[src/rtl/axi_rd_mon_pkg.sv]
// axi_rd_mon_pkg: shared types and constants for the AXI4 read-channel monitor.
package axi_rd_mon_pkg;

  // Widest ARID/RID the tracking table can hold; narrower IDs are zero-extended.
  localparam int ID_MAX_W = 16;

  typedef struct packed {
    logic [ID_MAX_W-1:0] id;
    logic [7:0]          len;
    logic [7:0]          cnt;
  } rd_entry_t;

  // Sticky error flag bit positions
  localparam int ERR_OVERFLOW    = 0;
  localparam int ERR_RID_UNKNOWN = 1;
  localparam int ERR_RLAST_EARLY = 2;
  localparam int ERR_RLAST_MISS  = 3;
  localparam int ERR_RRESP       = 4;
  localparam int ERR_AR_UNSTABLE = 5;
  localparam int ERR_AR_ILLEGAL  = 6;
  localparam int ERR_W           = 7;

  localparam logic [1:0] RESP_OKAY   = 2'b00;
  localparam logic [1:0] RESP_EXOKAY = 2'b01;
  localparam logic [1:0] RESP_SLVERR = 2'b10;
  localparam logic [1:0] RESP_DECERR = 2'b11;

  localparam logic [1:0] BURST_FIXED = 2'b00;
  localparam logic [1:0] BURST_INCR  = 2'b01;
  localparam logic [1:0] BURST_WRAP  = 2'b10;

  // WRAP bursts are only legal with 2, 4, 8 or 16 beats.
  function automatic logic wrap_len_ok(input logic [7:0] len);
    return (len == 8'd1) || (len == 8'd3) || (len == 8'd7) || (len == 8'd15);
  endfunction

endpackage

[src/rtl/axi_rd_mon_table.sv]
// axi_rd_mon_table: compacting age queue of outstanding read bursts.
// Entry 0 is the oldest; an R beat matches the oldest entry with its ID.
module axi_rd_mon_table #(
  parameter int ID_W    = 4,
  parameter int MAX_OUT = 8,
  localparam int CNT_W  = $clog2(MAX_OUT+1)
) (
  input  logic             clk,
  input  logic             rst,
  input  logic             i_push,
  input  logic [ID_W-1:0]  i_push_id,
  input  logic [7:0]       i_push_len,
  input  logic             i_pop,
  input  logic [ID_W-1:0]  i_pop_id,
  input  logic             i_pop_last,
  output logic [CNT_W-1:0] o_count,
  output logic             o_retire,
  output logic             o_unknown,
  output logic             o_early,
  output logic             o_missing,
  output logic             o_overflow
);
  import axi_rd_mon_pkg::*;

  localparam int IDX_W = $clog2(MAX_OUT);

  rd_entry_t        r_tab   [MAX_OUT];
  rd_entry_t        w_nxt   [MAX_OUT];
  rd_entry_t        w_shift [MAX_OUT];
  logic [CNT_W-1:0] r_count;
  logic [CNT_W-1:0] w_count_ret;
  logic [CNT_W-1:0] w_count_nxt;
  logic [IDX_W-1:0] w_idx;
  logic [IDX_W-1:0] w_tail;
  logic             w_hit;
  logic             w_at_end;
  logic             w_inc;
  logic             w_accept;

  // Each slot's shift-down source is the slot above it; the top slot empties.
  genvar g;
  generate
    for (g = 0; g < MAX_OUT; g++) begin : g_shift
      if (g < MAX_OUT-1) begin : g_mid
        assign w_shift[g] = r_tab[g+1];
      end else begin : g_top
        assign w_shift[g] = '0;
      end
    end
  endgenerate

  // Oldest-match priority encoder: scan downward so the lowest live index wins.
  always_comb begin
    w_hit = 1'b0;
    w_idx = '0;
    for (int i = MAX_OUT-1; i >= 0; i--) begin
      if ((i < int'(r_count)) && (r_tab[i].id == ID_MAX_W'(i_pop_id))) begin
        w_hit = 1'b1;
        w_idx = IDX_W'(i);
      end
    end
  end

  assign w_at_end    = (r_tab[w_idx].cnt == r_tab[w_idx].len);
  assign o_retire    = i_pop && w_hit && (i_pop_last || w_at_end);
  assign w_inc       = i_pop && w_hit && !o_retire;
  assign o_unknown   = i_pop && !w_hit;
  assign o_early     = i_pop && w_hit && i_pop_last && !w_at_end;
  assign o_missing   = i_pop && w_hit && !i_pop_last && w_at_end;

  // Retire shrinks the queue first, so a full table with a same-cycle retire
  // still has room for the append.
  assign w_count_ret = r_count - CNT_W'(o_retire);
  assign w_accept    = i_push && (w_count_ret < CNT_W'(MAX_OUT));
  assign o_overflow  = i_push && !w_accept;
  assign w_tail      = w_count_ret[IDX_W-1:0];
  assign w_count_nxt = w_count_ret + CNT_W'(w_accept);
  assign o_count     = r_count;

  // Next table image: compact above the retired slot, bump beat count, append at tail.
  always_comb begin
    for (int i = 0; i < MAX_OUT; i++) begin
      w_nxt[i] = r_tab[i];
      if (o_retire && (i >= int'(w_idx))) w_nxt[i] = w_shift[i];
    end
    if (w_inc) w_nxt[w_idx].cnt = r_tab[w_idx].cnt + 8'd1;
    if (w_accept) begin
      w_nxt[w_tail].id  = ID_MAX_W'(i_push_id);
      w_nxt[w_tail].len = i_push_len;
      w_nxt[w_tail].cnt = 8'd0;
    end
  end

  // Table and occupancy registers; reset empties the queue immediately.
  always_ff @(posedge clk or posedge rst) begin
    if (rst) begin
      r_count <= '0;
      for (int i = 0; i < MAX_OUT; i++) r_tab[i] <= '0;
    end else begin
      r_count <= w_count_nxt;
      for (int i = 0; i < MAX_OUT; i++) r_tab[i] <= w_nxt[i];
    end
  end

endmodule

[src/rtl/axi_rd_monitor.sv]
// axi_rd_monitor: passive AXI4 read-channel monitor and protocol checker.
// Optional watchdog enabled by defining AXI_RD_MON_TIMEOUT_EN (adds err_timeout).
module axi_rd_monitor #(
  parameter int ID_W        = 4,
  parameter int ADDR_W      = 32,
  parameter int DATA_W      = 64,
  parameter int MAX_OUT     = 8,
  parameter int TIMEOUT_CYC = 1024
) (
  input  logic                         clk,
  input  logic                         rst,
  input  logic                         clr_err,
  input  logic [ID_W-1:0]              ARID,
  input  logic [ADDR_W-1:0]            ARADDR,
  input  logic [7:0]                   ARLEN,
  input  logic [2:0]                   ARSIZE,
  input  logic [1:0]                   ARBURST,
  input  logic [3:0]                   ARREGION,
  input  logic                         ARVALID,
  input  logic                         ARREADY,
  input  logic [ID_W-1:0]              RID,
  input  logic [DATA_W-1:0]            RDATA,
  input  logic [1:0]                   RRESP,
  input  logic                         RLAST,
  input  logic                         RVALID,
  input  logic                         RREADY,
  output logic [$clog2(MAX_OUT+1)-1:0] outstanding,
  output logic [31:0]                  txn_done_cnt,
  output logic [6:0]                   err_flags,
`ifdef AXI_RD_MON_TIMEOUT_EN
  output logic                         err_timeout,
`endif
  output logic                         err_any
);
  import axi_rd_mon_pkg::*;

  logic              w_ar_hs;
  logic              w_r_hs;
  logic              w_retire;
  logic              w_unknown;
  logic              w_early;
  logic              w_missing;
  logic              w_overflow;
  logic              w_ar_chg;
  logic              w_ar_bad;
  logic [ERR_W-1:0]  w_err_set;
  logic [ERR_W-1:0]  w_err_nxt;
  logic              w_to_nxt;
  logic [ERR_W-1:0]  r_err;
  logic              r_err_any;
  logic [31:0]       r_done;
  logic              r_cap_vld;
  logic [ID_W-1:0]   r_cap_id;
  logic [ADDR_W-1:0] r_cap_addr;
  logic [7:0]        r_cap_len;
  logic [2:0]        r_cap_size;
  logic [1:0]        r_cap_burst;
  logic [3:0]        r_cap_region;
  logic              w_unused;

  // Read data and the low RRESP bit carry nothing the checker needs.
  assign w_unused = ^{RDATA, RRESP[0]};

  assign w_ar_hs = ARVALID && ARREADY;
  assign w_r_hs  = RVALID && RREADY;

  axi_rd_mon_table #(
    .ID_W    (ID_W),
    .MAX_OUT (MAX_OUT)
  ) u_table (
    .clk        (clk),
    .rst        (rst),
    .i_push     (w_ar_hs),
    .i_push_id  (ARID),
    .i_push_len (ARLEN),
    .i_pop      (w_r_hs),
    .i_pop_id   (RID),
    .i_pop_last (RLAST),
    .o_count    (outstanding),
    .o_retire   (w_retire),
    .o_unknown  (w_unknown),
    .o_early    (w_early),
    .o_missing  (w_missing),
    .o_overflow (w_overflow)
  );

  // Hold the AR payload while the slave stalls so the next cycle can be compared.
  always_ff @(posedge clk or posedge rst) begin
    if (rst) begin
      r_cap_vld    <= 1'b0;
      r_cap_id     <= '0;
      r_cap_addr   <= '0;
      r_cap_len    <= '0;
      r_cap_size   <= '0;
      r_cap_burst  <= '0;
      r_cap_region <= '0;
    end else begin
      r_cap_vld <= ARVALID && !ARREADY;
      if (ARVALID && !ARREADY) begin
        r_cap_id     <= ARID;
        r_cap_addr   <= ARADDR;
        r_cap_len    <= ARLEN;
        r_cap_size   <= ARSIZE;
        r_cap_burst  <= ARBURST;
        r_cap_region <= ARREGION;
      end
    end
  end

  assign w_ar_chg = r_cap_vld && (!ARVALID || (ARID != r_cap_id) ||
                    (ARADDR != r_cap_addr) || (ARLEN != r_cap_len) ||
                    (ARSIZE != r_cap_size) || (ARBURST != r_cap_burst) ||
                    (ARREGION != r_cap_region));

  assign w_ar_bad = w_ar_hs && ((ARBURST == 2'b11) ||
                    ((ARBURST == BURST_WRAP) && !wrap_len_ok(ARLEN)));

  // Collect this cycle's violations; a new error beats a same-cycle clear.
  always_comb begin
    w_err_set                  = '0;
    w_err_set[ERR_OVERFLOW]    = w_overflow;
    w_err_set[ERR_RID_UNKNOWN] = w_unknown;
    w_err_set[ERR_RLAST_EARLY] = w_early;
    w_err_set[ERR_RLAST_MISS]  = w_missing;
    w_err_set[ERR_RRESP]       = w_r_hs && RRESP[1];
    w_err_set[ERR_AR_UNSTABLE] = w_ar_chg;
    w_err_set[ERR_AR_ILLEGAL]  = w_ar_bad;
    w_err_nxt = (clr_err ? '0 : r_err) | w_err_set;
  end

`ifdef AXI_RD_MON_TIMEOUT_EN
  logic [31:0] r_wdog;
  logic [31:0] w_wdog_nxt;
  logic        r_err_to;

  // Watchdog idles at zero with nothing outstanding and restarts on every R beat.
  always_comb begin
    w_wdog_nxt = r_wdog;
    if (w_r_hs || (outstanding == '0)) w_wdog_nxt = '0;
    else if (r_wdog != 32'(TIMEOUT_CYC)) w_wdog_nxt = r_wdog + 32'd1;
  end

  assign w_to_nxt = (clr_err ? 1'b0 : r_err_to) | (w_wdog_nxt == 32'(TIMEOUT_CYC));

  // Watchdog counter and its sticky flag.
  always_ff @(posedge clk or posedge rst) begin
    if (rst) begin
      r_wdog   <= '0;
      r_err_to <= 1'b0;
    end else begin
      r_wdog   <= w_wdog_nxt;
      r_err_to <= w_to_nxt;
    end
  end

  assign err_timeout = r_err_to;
`else
  assign w_to_nxt = 1'b0;
`endif

  // Sticky flags, their registered OR, and the saturating completion count.
  always_ff @(posedge clk or posedge rst) begin
    if (rst) begin
      r_err     <= '0;
      r_err_any <= 1'b0;
      r_done    <= '0;
    end else begin
      r_err     <= w_err_nxt;
      r_err_any <= (|w_err_nxt) | w_to_nxt;
      if (w_retire && (r_done != 32'hFFFF_FFFF)) r_done <= r_done + 32'd1;
    end
  end

  assign err_flags    = r_err;
  assign err_any      = r_err_any;
  assign txn_done_cnt = r_done;

endmodule

[config.mk]
export PLATFORM = sky130hd
export DESIGN_NAME = axi_rd_monitor
export DESIGN_NICKNAME = d
export VERILOG_FILES = /design/src/rtl/axi_rd_mon_pkg.sv /design/src/rtl/axi_rd_mon_table.sv /design/src/rtl/axi_rd_monitor.sv
export SDC_FILE = /design/constraint.sdc
export NUM_CORES = 1
export LEC_CHECK = 0
export ABC_CLOCK_PERIOD_IN_PS = 11400
export CAP_MARGIN = 25
export CORE_ASPECT_RATIO = 1.5
export CORE_MARGIN = 4
export CORE_UTILIZATION = 58
export DETAILED_ROUTE_END_ITERATION = 10
export DONT_BUFFER_PORTS = 1
export PLACE_DENSITY = 0.79
export SYNTH_ARGS = -nofsm -noshare
export SYNTH_HDL_FRONTEND = slang
export SYNTH_SLANG_ARGS = --single-unit
export TNS_END_PERCENT = 1
[constraint.sdc]
create_clock -name clk -period 11.4 [get_ports clk]
set_input_delay 2.28 -clock clk [delete_from_list [all_inputs] [get_ports clk]]
set_output_delay 2.28 -clock clk [all_outputs]
set_load 0.01 [all_outputs]
==> results of run 1 <==
[area by class of cell]
| class | instances | share of cell area, % |
|---|---|---|
| flip-flops and latches | 354 | 45.47 |
| multi-input cells | 1270 | 44.51 |
| inverters | 58 | 1.137 |
| well taps | 405 | 2.601 |
| repair buffers | 31 | 1.394 |
| clock buffers | 50 | 4.759 |
| clock inverters | 4 | 0.1349 |
[per-stage QoR]
stage	hold WS (ns)	instances	area [um2]	power, uW
global route	0.5394	2172	19480	4695
detailed placement	0.5143	2111	18440	3421
global placement	0.5038	2111	18440	3358
CTS	0.5319	2165	19390	4437
finish	0.5272	2172	19480	4482
floorplan	0.4621	1790	18290	2961
[kinds of logic (layout without fill, tap and decap cells)]
group,after synthesis,after routing,synth area share [%]
AOI/OAI and AO/OA,334,334,11.82
xor gates and xnor gates,118,118,5.651
adders and majority gates,6,6,0.4105
buffers and inverters,166,143,4.420
DFF,354,354,48.44
muxes,253,253,14.57
and+or+nand+nor,559,559,14.69
[cell usage after synthesis, types with 10 or more instances]
library cell	number	area [um2]
nand2_1	242	908.4
clkbuf_1	67	251.5
xor2_1	47	411.6
mux2_2	87	979.7
o21ai_0	63	315.3
buf_6	12	135.1
and3_1	28	175.2
nand4_1	17	106.4
buf_2	10	50.05
nor2_1	107	401.6
or4_1	11	82.58
nand3_1	42	210.2
dfrtp_1	354	8859
a21oi_1	52	260.3
o21ai_1	55	275.3
a22o_1	55	481.7
mux2i_1	156	1562
xnor2_1	71	621.9
o22ai_1	38	237.7
inv_1	58	217.7
nor4_1	32	200.2
nor3_1	32	160.2
a31oi_1	17	106.4
buf_4	10	75.07
[worst max-delay path: stages]
cell,delay [ns]
xnor2_1,0.16
nand3_1,0.17
nor4_2,0.69
a21oi_1,0.29
o211ai_4,0.56
buf_4,0.42
mux4_2,0.54
o22ai_1,0.14
a21oi_1,0.17
xor2_1,0.22
nor4_2,0.50
a21o_2,0.28
and2_1,0.31
ha_1,0.24
nand2_1,0.07
xor2_1,0.20
and3_1,0.31
nand2_1,0.23
nor3_1,0.07
buf_4,0.24
nor3_1,0.76
a22o_1,0.25
[layout by cell type (no fill, tap or decap), types with 5 or more instances in the layout]
master / count
nand2_1: 242
o221ai_1: 6
nor4_2: 8
nor3_1: 29
o22ai_1: 38
o21a_1: 7
mux2i_1: 156
a22o_1: 55
xnor2_1: 71
mux2_2: 87
nor4_1: 31
xor2_1: 47
clkbuf_16: 31
nand4_1: 17
ha_1: 6
nand3_1: 42
a31oi_1: 17
or3_1: 7
o21ai_0: 63
or4_1: 11
dfrtp_1: 354
a21oi_1: 52
o21ai_1: 55
clkbuf_8: 9
and3_1: 25
inv_1: 57
mux2_1: 9
nor2_1: 104
buf_4: 25
clkbuf_1: 11
o22a_1: 5
and2_1: 7
[power by group through the flow]
stage | Sequential [uW] | Combinational (uW) | Clock (uW)
6_report | 1780 | 1690 | 1010
2_1_floorplan | 1690 | 1270 | 0
4_1_cts | 1770 | 1640 | 1020
3_5_place_dp | 1790 | 1630 | 0
5_1_grt | 1810 | 1810 | 1070
3_3_place_gp | 1770 | 1580 | 0
[how the worst max path moves through the flow]
stage,slack (ns),cells after the start,start,to
2_1_floorplan,3.86,24,RID[3],u_table.r_tab[32]
3_3_place_gp,2.38,22,RID[0],u_table.r_tab[38]
3_5_place_dp,2.21,22,RID[0],u_table.r_tab[32]
4_1_cts,2.79,22,RID[3],u_table.r_tab[32]
5_1_grt,2.40,22,RID[0],u_table.r_tab[132]
6_report,2.80,22,RID[3],u_table.r_tab[1]
[routing by layer]
metal,global-route usage (%),vias up,wire length (um)
met4,15.30,0,2898
met5,0,-,0
li1,-,6240,-
met1,31.75,6845,17460
met3,5.187,189,3565
met2,47.93,597,24180
[sequential cells by signal (all words and copies together), names as in the netlist, 2 cells and up]
name and flops:
r_cap_len 8, r_cap_region 4, r_cap_burst 2, txn_done_cnt 32, err_flags 7, u_table.o_count 4, r_cap_id 4, r_cap_addr 32
r_cap_size 3, u_table.r_tab 256
==> key figures, run 1 <==
Setup path
  • Crit path DAT: 9.12 ns
  • FF-to-FF Start: u_table.o_count[3]
  • Worst r2r dst: u_table.r_tab[1]
  • Worst endpoint required time: 11.92 ns
  • Reg2reg setup slack: about 3.5 ns
  • Setup crit start kind: primary input
  • Crit-path max FO: 18
  • Crit. End Element: flop
  • R2r worst-path depth: 21
  • WS Path Type: primary input to flop

Die
  • Core ar.: 31040 um2
  • Die ar.: between 30000 and 40000 um2
  • # rows: 79
  • Initial Util: slightly below 60%
  • Die X: 153.0 um
  • Number of top-level pins: 175
  • Die height: roughly 230 um

Placement
  • Dpl ws: 2.209 ns
  • Dpl hpwl: approximately 33000 um
  • GP Congestion: 0.9512
  • I/O Buffers: 0

Finish
  • N_diodes: 0
  • Area of the multi-input gates: just under 9000 um2
  • Final Util: between 60% and 70%
  • # fillers: around 2500
  • Layout area overhead: 6.526%
  • Layout cells sized above 1: 11.49%
  • FF/Latch Area: between 8000 and 9000 um2
  • Final net count: 1883

Detailed routing
  • Detailed Route Iter0 Violations: 1282
  • Routed len/inst: 22.15 um
  • DRC: 0
  • Via count: 13870
  • Via/cell ratio: 6.386
  • Detailed Routing Iterations Pass 1: 6
  • Routed WL: 48110 um
  • ANT nets after route: 0

STA
  • Setup slack after layout: approximately 2.8 ns
  • Relative slew margins: between 20 and 30%
  • Actual slew at the worst max-slew pin: 1.084 ns
  • Fmax: 116.3 MHz
  • Final Hold Viols: 0
  • Final period util: 75.45%
  • Clk_skew: 0.01731 ns
  • Final min period: 8.601 ns
  • Unrepaired setup endpoints after global routing: false
  • TNS Setup: 0 ns
  • Pins over their slew limit: 0
  • Setup violations, final: 0

GRT
  • Antenna violations before repair: 0
  • Vias in the first global route: 14450
  • First-pass GRT wire length: 76520 um
  • Total gr overflow: 0
  • GRT Resource Usage Total: 27.41%
  • Largest net degree at the start of global routing: 80

Synthesis
  • Syn Area/Cell: 10.22 um2
  • Primary FF master, synth: dfrtp_1
  • Post-synth EDFFs: 0
  • Number of synthesis warnings: 0
  • Async SR Flop Fraction: 100.0%
  • Mapped Cells: 1790
  • Synthesized cell area: ~18000 um2
  • #FFs+latches synth: between 300 and 400
  • Distinct cells, synth: 69
  • Sequential-to-total area share from yosys stat: 48.44%
  • Net count after synthesis: 1927

Clock tree
  • Setup Buffers After CTS: 0
  • Cell at the root of the clock tree: clkbuf_16
  • Worst skew pair latency: 0.58 ns
  • CTS tree: built
  • Cts repair resizes: 0
  • CTS Hold Bufs: 0
  • Max Buffers Root-to-Sink: 3
  • Sink Count: 354
  • CTS H-Tree Depth: 1
  • TritonCTS buffer count: 31
  • Reg clk slew, reported paths: 0.07 ns

Power and ir drop
  • Comb pwr share: between 30% and 40%
  • P_leak: 0.008474 uW
  • P_int: 2721 uW
  • Sequential power share: roughly two fifths
  • Clock power share: 22.6%
  • Switching pwr: approximately 1800 uW
  • Pwr dens: 230.1 nW/um2
  • Peak supply drop: 175.1 uV
  • Sw Share: 39.29%

Status
  • Status: finished, final reports clean

Hold path
  • Min-Delay Endpoint: u_table.r_tab[2]
  • WHS Path Cells: 1
  • HP Class: flop to flop
  • Hold_sp: u_table.r_tab[2]

Run
  • Max-cap violations: 0
Note: power is estimated with default switching activity, not from simulation.
==> inputs of run 2 (changes only) <==
--- a/config.mk
+++ b/config.mk
@@ -5,7 +5,7 @@
 export SDC_FILE = /design/constraint.sdc
 export NUM_CORES = 1
 export LEC_CHECK = 0
-export ABC_CLOCK_PERIOD_IN_PS = 11400
+export ABC_CLOCK_PERIOD_IN_PS = 7650
 export CAP_MARGIN = 25
 export CORE_ASPECT_RATIO = 1.5
 export CORE_MARGIN = 4
==> constraint.sdc (replaced) <==
create_clock -name clk -period 7.65 [get_ports clk]
set_input_delay 1.53 -clock clk [delete_from_list [all_inputs] [get_ports clk]]
set_output_delay 1.53 -clock clk [all_outputs]
set_load 0.01 [all_outputs]
==> run 2 against run 1 <==
Combinational power is 55% higher. Worst setup slack worse by 2.4 ns. Register-to-register slack worse by 3.0 ns. Critical path type unchanged. Largest cell class unchanged. Largest power group unchanged.
==> key figures, run 2 (synthesis results as in run 1) <==
STA
  • Unrepaired setup endpoints after global routing: false (unchanged)
  • Fmax: 137.9 MHz
  • Actual slew at the worst max-slew pin: 1.100 ns (was 1.084 ns)
  • Final period util: between 90% and 100%
  • TNS Setup: 0 ns (unchanged)
  • Setup violations, final: 0 (unchanged)
  • Relative slew margins: 25.89% (was 27.75%)
  • Hold_ws: 0.5274 ns (was 0.5272 ns)
  • Final min period: a little over 7 ns
  • Final Hold Viols: 0 (unchanged)
  • Clk_skew: 0.01654 ns (was 0.01731 ns)
  • Pins over their slew limit: 0 (unchanged)

Clock tree
  • Cell at the root of the clock tree: clkbuf_16 (unchanged)
  • Setup Buffers After CTS: 0 (unchanged)
  • Worst skew pair latency: 0.53 ns (was 0.58 ns)
  • Sink Count: 354 (unchanged)
  • TritonCTS buffer count: 34 (was 31)
  • Reg clk slew, reported paths: 0.06 ns (was 0.07 ns)
  • CTS Hold Bufs: 0 (unchanged)
  • CTS H-Tree Depth: 2 (was 1)
  • Cts repair resizes: 0 (unchanged)
  • CTS tree: built (unchanged)
  • Max Buffers Root-to-Sink: 3 (unchanged)

GRT
  • Antenna violations before repair: 0 (unchanged)
  • First-pass GRT wire length: 76710 um (was 76520 um)
  • Total gr overflow: 0 (unchanged)
  • Largest net degree at the start of global routing: 197 (was 80)
  • Vias in the first global route: 14220 (was 14450)
  • GRT Resource Usage Total: 27.58% (was 27.41%)

Die
  • Core ar.: 31040 um2 (unchanged)
  • Number of top-level pins: 175 (unchanged)
  • Initial Util: 58.93% (unchanged)
  • Die ar.: 34500 um2 (unchanged)
  • Die height: 225.5 um (unchanged)
  • # rows: 79 (unchanged)
  • Die X: 153.0 um (unchanged)

Finish
  • Number of flip-flops in the largest register: 256 (unchanged)
  • Most frequent cells in the layout: dfrtp_1 (354), nand2_1 (242), mux2i_1 (156) (unchanged)
  • Final net count: 1900 (was 1883)
  • Most flops, register: u_table.r_tab (unchanged)
  • Layout area overhead: 7.929% (was 6.526%)
  • N_diodes: 0 (unchanged)
  • Most common cell after layout, fill and taps aside: dfrtp_1 (unchanged)
  • # fillers: 2432 (was 2481)
  • Layout cells sized above 1: 12.61% (was 11.49%)

Setup path
  • WS Path Type: primary input to flop (unchanged)
  • End point of the critical path: u_table.r_tab[68] (was u_table.r_tab[1])
  • Worst path cell trace: xor2_1, nor4_1, and4_1, a2111o_1, o211a_1, buf_4, mux2i_1, o22ai_1, nor2_4, xnor2_1, nor4_2, a21o_2, and2_1, ha_1, nand2_1, xor2_1, and3_1, nand2_1, nor2_1, nor3_1, a22o_1 (was xnor2_1, nand3_1, nor4_2, a21oi_1, o211ai_4, buf_4, mux4_2, o22ai_1, a21oi_1, xor2_1, nor4_2, a21o_2, and2_1, ha_1, nand2_1, xor2_1, and3_1, nand2_1, nor3_1, buf_4, nor3_1, a22o_1)
  • Cell family with most CP delay: simple AND/OR/NAND/NOR gates (unchanged)
  • Crit-path max FO: 14 (was 18)
  • R2r worst-path depth: 19 (was 21)
  • Critical path depth in cells: 21 (was 22)
  • Crit path DAT: 7.71 ns (was 9.12 ns)
  • Slowest cell on crit path: nor3_1 (unchanged)
  • Buf/Inv on CP: 1 (was 2)
  • CP startpoint: RID[3] (unchanged)
  • Crit. End Element: flop (unchanged)
  • Worst endpoint required time: 8.11 ns (was 11.92 ns)
  • Crit path largest cell delay: 0.83 ns (was 0.76 ns)
  • Worst r2r dst: u_table.r_tab[68] (was u_table.r_tab[1])
  • FF-to-FF Start: u_table.o_count[3] (unchanged)
  • Reg2reg setup slack: 0.48 ns (was 3.52 ns)
  • Setup crit start kind: primary input (unchanged)

Detailed routing
  • Detailed Route Iter0 Violations: 1153 (was 1282)
  • Routed WL: 48220 um (was 48110 um)
  • Via/cell ratio: 6.370 (was 6.386)
  • DRC: 0 (unchanged)
  • Via count: 13950 (was 13870)
  • ANT nets after route: 0 (unchanged)
  • Routed len/inst: 22.02 um (was 22.15 um)
  • Detailed Routing Iterations Pass 1: 5 (was 6)

Run
  • Max-cap violations: 0 (unchanged)

Placement
  • Dpl hpwl: 34280 um (was 33480 um)
  • I/O Buffers: 0 (unchanged)
  • GP Congestion: 0.9575 (was 0.9512)

Power and ir drop
  • P_leak: 0.008620 uW (was 0.008474 uW)
  • Peak supply drop: 270.9 uV (was 175.1 uV)
  • Pwr dens: 351.6 nW/um2 (was 230.1 nW/um2)

Status
  • Status: finished, final reports clean (unchanged)

Hold path
  • HP Class: flop to flop (unchanged)
## run 2: area by class of cell
type,instances,area (um2),share of cell area [%]
Clock buffer,49,998.5,5.058
Sequential cell,354,8859,44.88
Inverter,58,221.5,1.122
Tap cell,405,506.7,2.567
Clock inverter,9,107.6,0.5451
Timing Repair Buffer,45,375.4,1.902
Multi-Input combinational cell,1270,8671,43.93
## run 2: worst min path at each step
| stage | startpoint | end | slack, ns | depth (start not counted) |
|---|---|---|---|---|
| floorplan | r_cap_vld | err_flags[5] | 0.46 | 2 |
| detailed placement | u_table.r_tab[4] | u_table.r_tab[4] | 0.51 | 1 |
| global route | r_cap_addr[23] | r_cap_addr[23] | 0.54 | 1 |
| CTS | u_table.r_tab[11] | u_table.r_tab[11] | 0.53 | 2 |
| global placement | u_table.r_tab[15] | u_table.r_tab[15] | 0.51 | 2 |
| finish | u_table.r_tab[11] | u_table.r_tab[11] | 0.53 | 2 |
## run 2: report_power, final
part	internal, uW	switching [uW]	leakage, uW	total (uW)
clock network	978	715	0.000539	1690
registers	2270	364	0.00467	2630
logic	1020	1590	0.00341	2620
total	4270	2670	0.00862	6940
## run 2: per-layer routing
metal	GRT usage (%)	up-vias	wire length, um
met5	0	-	0
met2	47.62	622	24070
met1	32.05	6851	17640
met3	5.476	188	3506
li1	-	6290	-
met4	16.02	0	3013
## run 2: per-stage QoR
step	worst slack, ns	area [um2]	util [%]	power (uW)	instances
after floorplan	0.8582	18290	-	4413	1790
after global placement	0.1969	18630	60.03	5112	2132
after detailed placement	0.06260	18630	60.03	5203	2132
after CTS	0.6029	19740	63.60	6901	2190
after global routing	0.1389	19740	63.60	7275	2190
final	0.3984	19740	63.60	6941	2190
## run 2: worst min-delay path, cell delays in order, from the launching register on
cell	delay [ns]
dfrtp_1	0.36
nand3_1	0.08
nand2_1	0.06
